[src/rtl/tdm_demux4.sv]
// Receive-side 1:4 TDM demultiplexer: frame_sync marks slot 0, words fan out to A..D.
// Optional FRAME_LATCH_EN: slots collect in shadow registers and A..D update together per frame.
module tdm_demux4 #(
  parameter int DATA_W = 8
) (
  input  logic              clk,
  input  logic              rst_n,
  input  logic [DATA_W-1:0] din,
  input  logic              din_valid,
  input  logic              frame_sync,
  output logic [DATA_W-1:0] A,
  output logic [DATA_W-1:0] B,
  output logic [DATA_W-1:0] C,
  output logic [DATA_W-1:0] D,
  output logic [3:0]        ch_valid,
  output logic              frame_done,
  output logic              locked,
  output logic              sync_err
);

  typedef enum logic {HUNT = 1'b0, LOCK = 1'b1} state_t;

  state_t            state_q, state_d;
  logic [1:0]        slot_q, slot_d;
  logic              frame_ok_q, frame_ok_d;
  logic [DATA_W-1:0] a_q, a_d, b_q, b_d, c_q, c_d, d_q, d_d;
  logic [3:0]        ch_valid_q, ch_valid_d;
  logic              frame_done_q, frame_done_d;
  logic              locked_q, locked_d;
  logic              sync_err_q, sync_err_d;
  logic              take;
  logic [1:0]        wslot;

`ifdef FRAME_LATCH_EN
  logic [DATA_W-1:0] sh0_q, sh0_d, sh1_q, sh1_d, sh2_q, sh2_d;
`endif

  // Framing decision: which slot (if any) this word lands in, and the next FSM state.
  always_comb begin
    state_d      = state_q;
    slot_d       = slot_q;
    frame_ok_d   = frame_ok_q;
    sync_err_d   = 1'b0;
    take         = 1'b0;
    wslot        = slot_q;
    if (din_valid) begin
      if (state_q == HUNT) begin
        if (frame_sync) begin
          take       = 1'b1;
          wslot      = 2'd0;
          slot_d     = 2'd1;
          state_d    = LOCK;
          frame_ok_d = 1'b1;
        end
      end else if (frame_sync) begin
        // Sync always restarts the frame; a sync off slot 0 taints the new frame too.
        take       = 1'b1;
        wslot      = 2'd0;
        slot_d     = 2'd1;
        frame_ok_d = (slot_q == 2'd0);
        sync_err_d = (slot_q != 2'd0);
      end else if (slot_q == 2'd0) begin
        sync_err_d = 1'b1;
        state_d    = HUNT;
        slot_d     = 2'd0;
        frame_ok_d = 1'b0;
      end else begin
        take   = 1'b1;
        wslot  = slot_q;
        slot_d = slot_q + 2'd1;
      end
    end
    locked_d = (state_d == LOCK);
  end

  // Channel data and strobes.
  always_comb begin
    a_d          = a_q;
    b_d          = b_q;
    c_d          = c_q;
    d_d          = d_q;
    ch_valid_d   = 4'b0000;
    frame_done_d = 1'b0;
`ifdef FRAME_LATCH_EN
    sh0_d = sh0_q;
    sh1_d = sh1_q;
    sh2_d = sh2_q;
    if (take) begin
      case (wslot)
        2'd0: sh0_d = din;
        2'd1: sh1_d = din;
        2'd2: sh2_d = din;
        default: begin
          a_d          = sh0_q;
          b_d          = sh1_q;
          c_d          = sh2_q;
          d_d          = din;
          ch_valid_d   = 4'b1111;
          frame_done_d = 1'b1;
        end
      endcase
    end
`else
    if (take) begin
      ch_valid_d = 4'b0001 << wslot;
      case (wslot)
        2'd0: a_d = din;
        2'd1: b_d = din;
        2'd2: c_d = din;
        default: begin
          d_d          = din;
          frame_done_d = frame_ok_q;
        end
      endcase
    end
`endif
  end

  always_ff @(posedge clk or negedge rst_n) begin
    if (!rst_n) begin
      state_q      <= HUNT;
      slot_q       <= 2'd0;
      frame_ok_q   <= 1'b0;
      a_q          <= '0;
      b_q          <= '0;
      c_q          <= '0;
      d_q          <= '0;
      ch_valid_q   <= 4'b0000;
      frame_done_q <= 1'b0;
      locked_q     <= 1'b0;
      sync_err_q   <= 1'b0;
`ifdef FRAME_LATCH_EN
      sh0_q        <= '0;
      sh1_q        <= '0;
      sh2_q        <= '0;
`endif
    end else begin
      state_q      <= state_d;
      slot_q       <= slot_d;
      frame_ok_q   <= frame_ok_d;
      a_q          <= a_d;
      b_q          <= b_d;
      c_q          <= c_d;
      d_q          <= d_d;
      ch_valid_q   <= ch_valid_d;
      frame_done_q <= frame_done_d;
      locked_q     <= locked_d;
      sync_err_q   <= sync_err_d;
`ifdef FRAME_LATCH_EN
      sh0_q        <= sh0_d;
      sh1_q        <= sh1_d;
      sh2_q        <= sh2_d;
`endif
    end
  end

  assign A          = a_q;
  assign B          = b_q;
  assign C          = c_q;
  assign D          = d_q;
  assign ch_valid   = ch_valid_q;
  assign frame_done = frame_done_q;
  assign locked     = locked_q;
  assign sync_err   = sync_err_q;

endmodule
[config.mk]
export PLATFORM = sky130hd
export DESIGN_NAME = tdm_demux4
export DESIGN_NICKNAME = d
export VERILOG_FILES = /design/src/rtl/tdm_demux4.sv
export SDC_FILE = /design/constraint.sdc
export NUM_CORES = 1
export LEC_CHECK = 0
export CAP_MARGIN = 40
export CORE_AREA = 3 3 75 77
export CTS_CLUSTER_DIAMETER = 30
export DETAILED_ROUTE_END_ITERATION = 12
export DIE_AREA = 0 0 78 80
export DONT_BUFFER_PORTS = 1
export GPL_TIMING_DRIVEN = 0
export PLACE_DENSITY_LB_ADDON = 0.25
export REMOVE_ABC_BUFFERS = 1
export SLEW_MARGIN = 20
export SYNTH_ARGS = -nofsm -noshare
export SYNTH_HDL_FRONTEND = slang
export SYNTH_SLANG_ARGS = --single-unit
[constraint.sdc]
create_clock -name clk -period 3 [get_ports clk]
set_input_delay 0.75 -clock clk [delete_from_list [all_inputs] [get_ports clk]]
set_output_delay 0.75 -clock clk [all_outputs]
set_load 0.05 [all_outputs]
==> impl_results.md <==
- Outcome: completed
- Clock sink count: 42
- Pin count of the biggest net entering global routing: 43
- Die span in x: 78 µm
- Area growth syn-to-layout: 9.53%
- FP Rows: 26
- Fin nets: 129
- Critical path capture point type: flop
- TritonCTS Buffers: 5
- PortBufs: 0
- R2r setup slk: 900 ps
- DR WL/cell: 17.4 µm
- 1st-iter DRT viols: 28
- CP top delay family: simple AND/OR/NAND/NOR gates
- CTS Buffer Depth: 2
- WL final: 3.21 mm
- R2R depth: 5
- Grt total ovfl: 0
- Setup Buffers After CTS: 0
- Post-DP HPWL: 2.19 mm
- Hold Path Class: primary input to async pin
- Worst EP arrival: 2270 ps
- Number of global-route vias before repair: 950
- Yosys cell types: 24
- CTS Hold Buffers Added: 0
- Ant diodes: 0
- Tcrit/Tclk final: 0.699
- Critical-path top delay cell: dfrtp_1
- DRT Pass-1 Iters: 4
- Commonest non-fill, non-tap cell in the layout: dfrtp_1
- Die area: 6240 µm²
- CP peak stage delay: 480 ps
- Fin. Hold Viols: 0
- Via Count: 851
- Slew @ Worst Pin: 645 ps
- Skew-Pair Late Insertion Delay: 290 ps
- Final antenna-violating net count: 0
- CP Buf/Inv Count: 1
- Worst path cell trace: inv_1 > ha_1 > and4bb_4 > and3_4 > mux2_4
- RSZ-0062 raised after global routing: no
- Final hold slack: 146 ps
- Slew Viols, Final: 0
- Slew Limit Headroom: 0.570
- Period minus WS final: 2100 ps
- Count of state elements after synthesis: 42
- Layout cell share with drive strength beyond 1: 0.412
- Commonest non-fill, non-tap cells in the layout: 42 x dfrtp_1, 24 x mux2_2, 8 x mux2_4
- Register area share after synthesis: 0.611
- Placer Congestion: 0.685
- Antenna violations before repair: 0
- Reg2reg start: slot_q[0]
- Total GRT Usage: 0.112
- Worst Setup Slack, final: 904 ps
- Setup violations, final: 0
- Die Ht: 80 µm
- Critical path class: flop to flop
- Clk slew on worst S/H paths: 80 ps
- Cell area after synthesis: 1720 µm²
- R2R Path End: D[0]
- Area of the core: 5070 µm²
- Final Skew: 4.75 ps
- CP max FO: 10
- Initial core utilization: 0.339
- Cts repair resizes: 0
- Pre-CTS setup slack: 908 ps
- H-tree depth: 2
- I/O Pins: 51
- Setup crit start kind: flop
- Synth Warn #: 0
- Root Buffer: clkbuf_8
- Fin Setup TNS: 0 ps
- First-pass GRT wire length: 5.25 mm
- Via density per instance: 4.63
- Gate Count Post-Synth: 109
- Max Freq: 477 MHz
- Max Cap Viol: 0
- TritonCTS clock tree: built
- Drt drc: 0
- Worst Path Required: 3170 ps
- Synthesized area per cell: 15.8 µm²
[how the worst max path moves through the flow]
stage / from / endpoint / depth (start not counted)
floorplan: slot_q[0] / D[0] / 5
global placement: slot_q[0] / D[7] / 5
detailed placement: slot_q[0] / D[5] / 5
CTS: slot_q[0] / D[5] / 5
global route: slot_q[0] / D[0] / 5
finish: slot_q[0] / D[0] / 5
[stage by stage]
stage	util	std cells	area, µm²
after floorplan	-	106	1680
after global placement	0.349	176	1770
after detailed placement	0.349	176	1770
after CTS	0.371	184	1880
after global routing	0.371	184	1880
final	0.371	184	1880
[layer usage]
metal	share of wire	global-route usage
met5	0	0
met4	0.014	0.0542
met3	0.083	0.0463
met2	0.49	0.173
met1	0.41	0.135
[Yosys cell counts]
master    count  share of area
ha_1          4          0.029
nor2b_1       1         0.0036
and3_4        1         0.0065
and3_1        1         0.0036
nor4b_1       1         0.0051
a21oi_1       2         0.0058
nand2_1       3         0.0065
mux2_2       24           0.16
a22o_2        1         0.0058
o21ai_2       1         0.0051
a22o_1        1         0.0051
buf_12        1          0.012
and4bb_4      1         0.0095
and2_2        1         0.0044
a31oi_1       1         0.0036
inv_1         7          0.015
mux2_4        8          0.070
buf_6         1         0.0065
o22ai_1       1         0.0036
dfrtp_1      42           0.61
nand3_4       2          0.020
nor2_1        2         0.0044
buf_2         1         0.0029
o21ai_0       1         0.0029
[cell families after synthesis]
group	share of synthesized area
fa+ha+maj	0.0291
mux	0.227
flops	0.611
buf+inv	0.0364
simple gates	0.0641
compound gates	0.0320
[flip-flops by register name, indices dropped and copies added, names as in the netlist]
| signal | count |
|---|---|
| A | 8 |
| B | 8 |
| C | 8 |
| D | 8 |
| ch_valid | 4 |
| slot_q | 2 |
| frame_done | 1 |
| frame_ok_q | 1 |
| locked | 1 |
| sync_err | 1 |
[worst register-to-register path, cell delays in order (launching register included)]
cell and delay, ps:
dfrtp_1 480, inv_1 170, ha_1 270, and4bb_4 400, and3_4 350, mux2_4 320
[layout make-up]
| cell class | count | area, µm² |
|---|---|---|
| clock inverter | 3 | 43.8 |
| clock buffer | 5 | 68.8 |
| sequential | 42 | 1050 |
| multi-input combinational | 57 | 606 |
| inverter | 7 | 26.3 |
| fill | 488 | 3190 |
| tap | 70 | 87.6 |
Power is not shown: default switching activity piles up to over one toggle a cycle in this logic, so the estimate is an artifact.
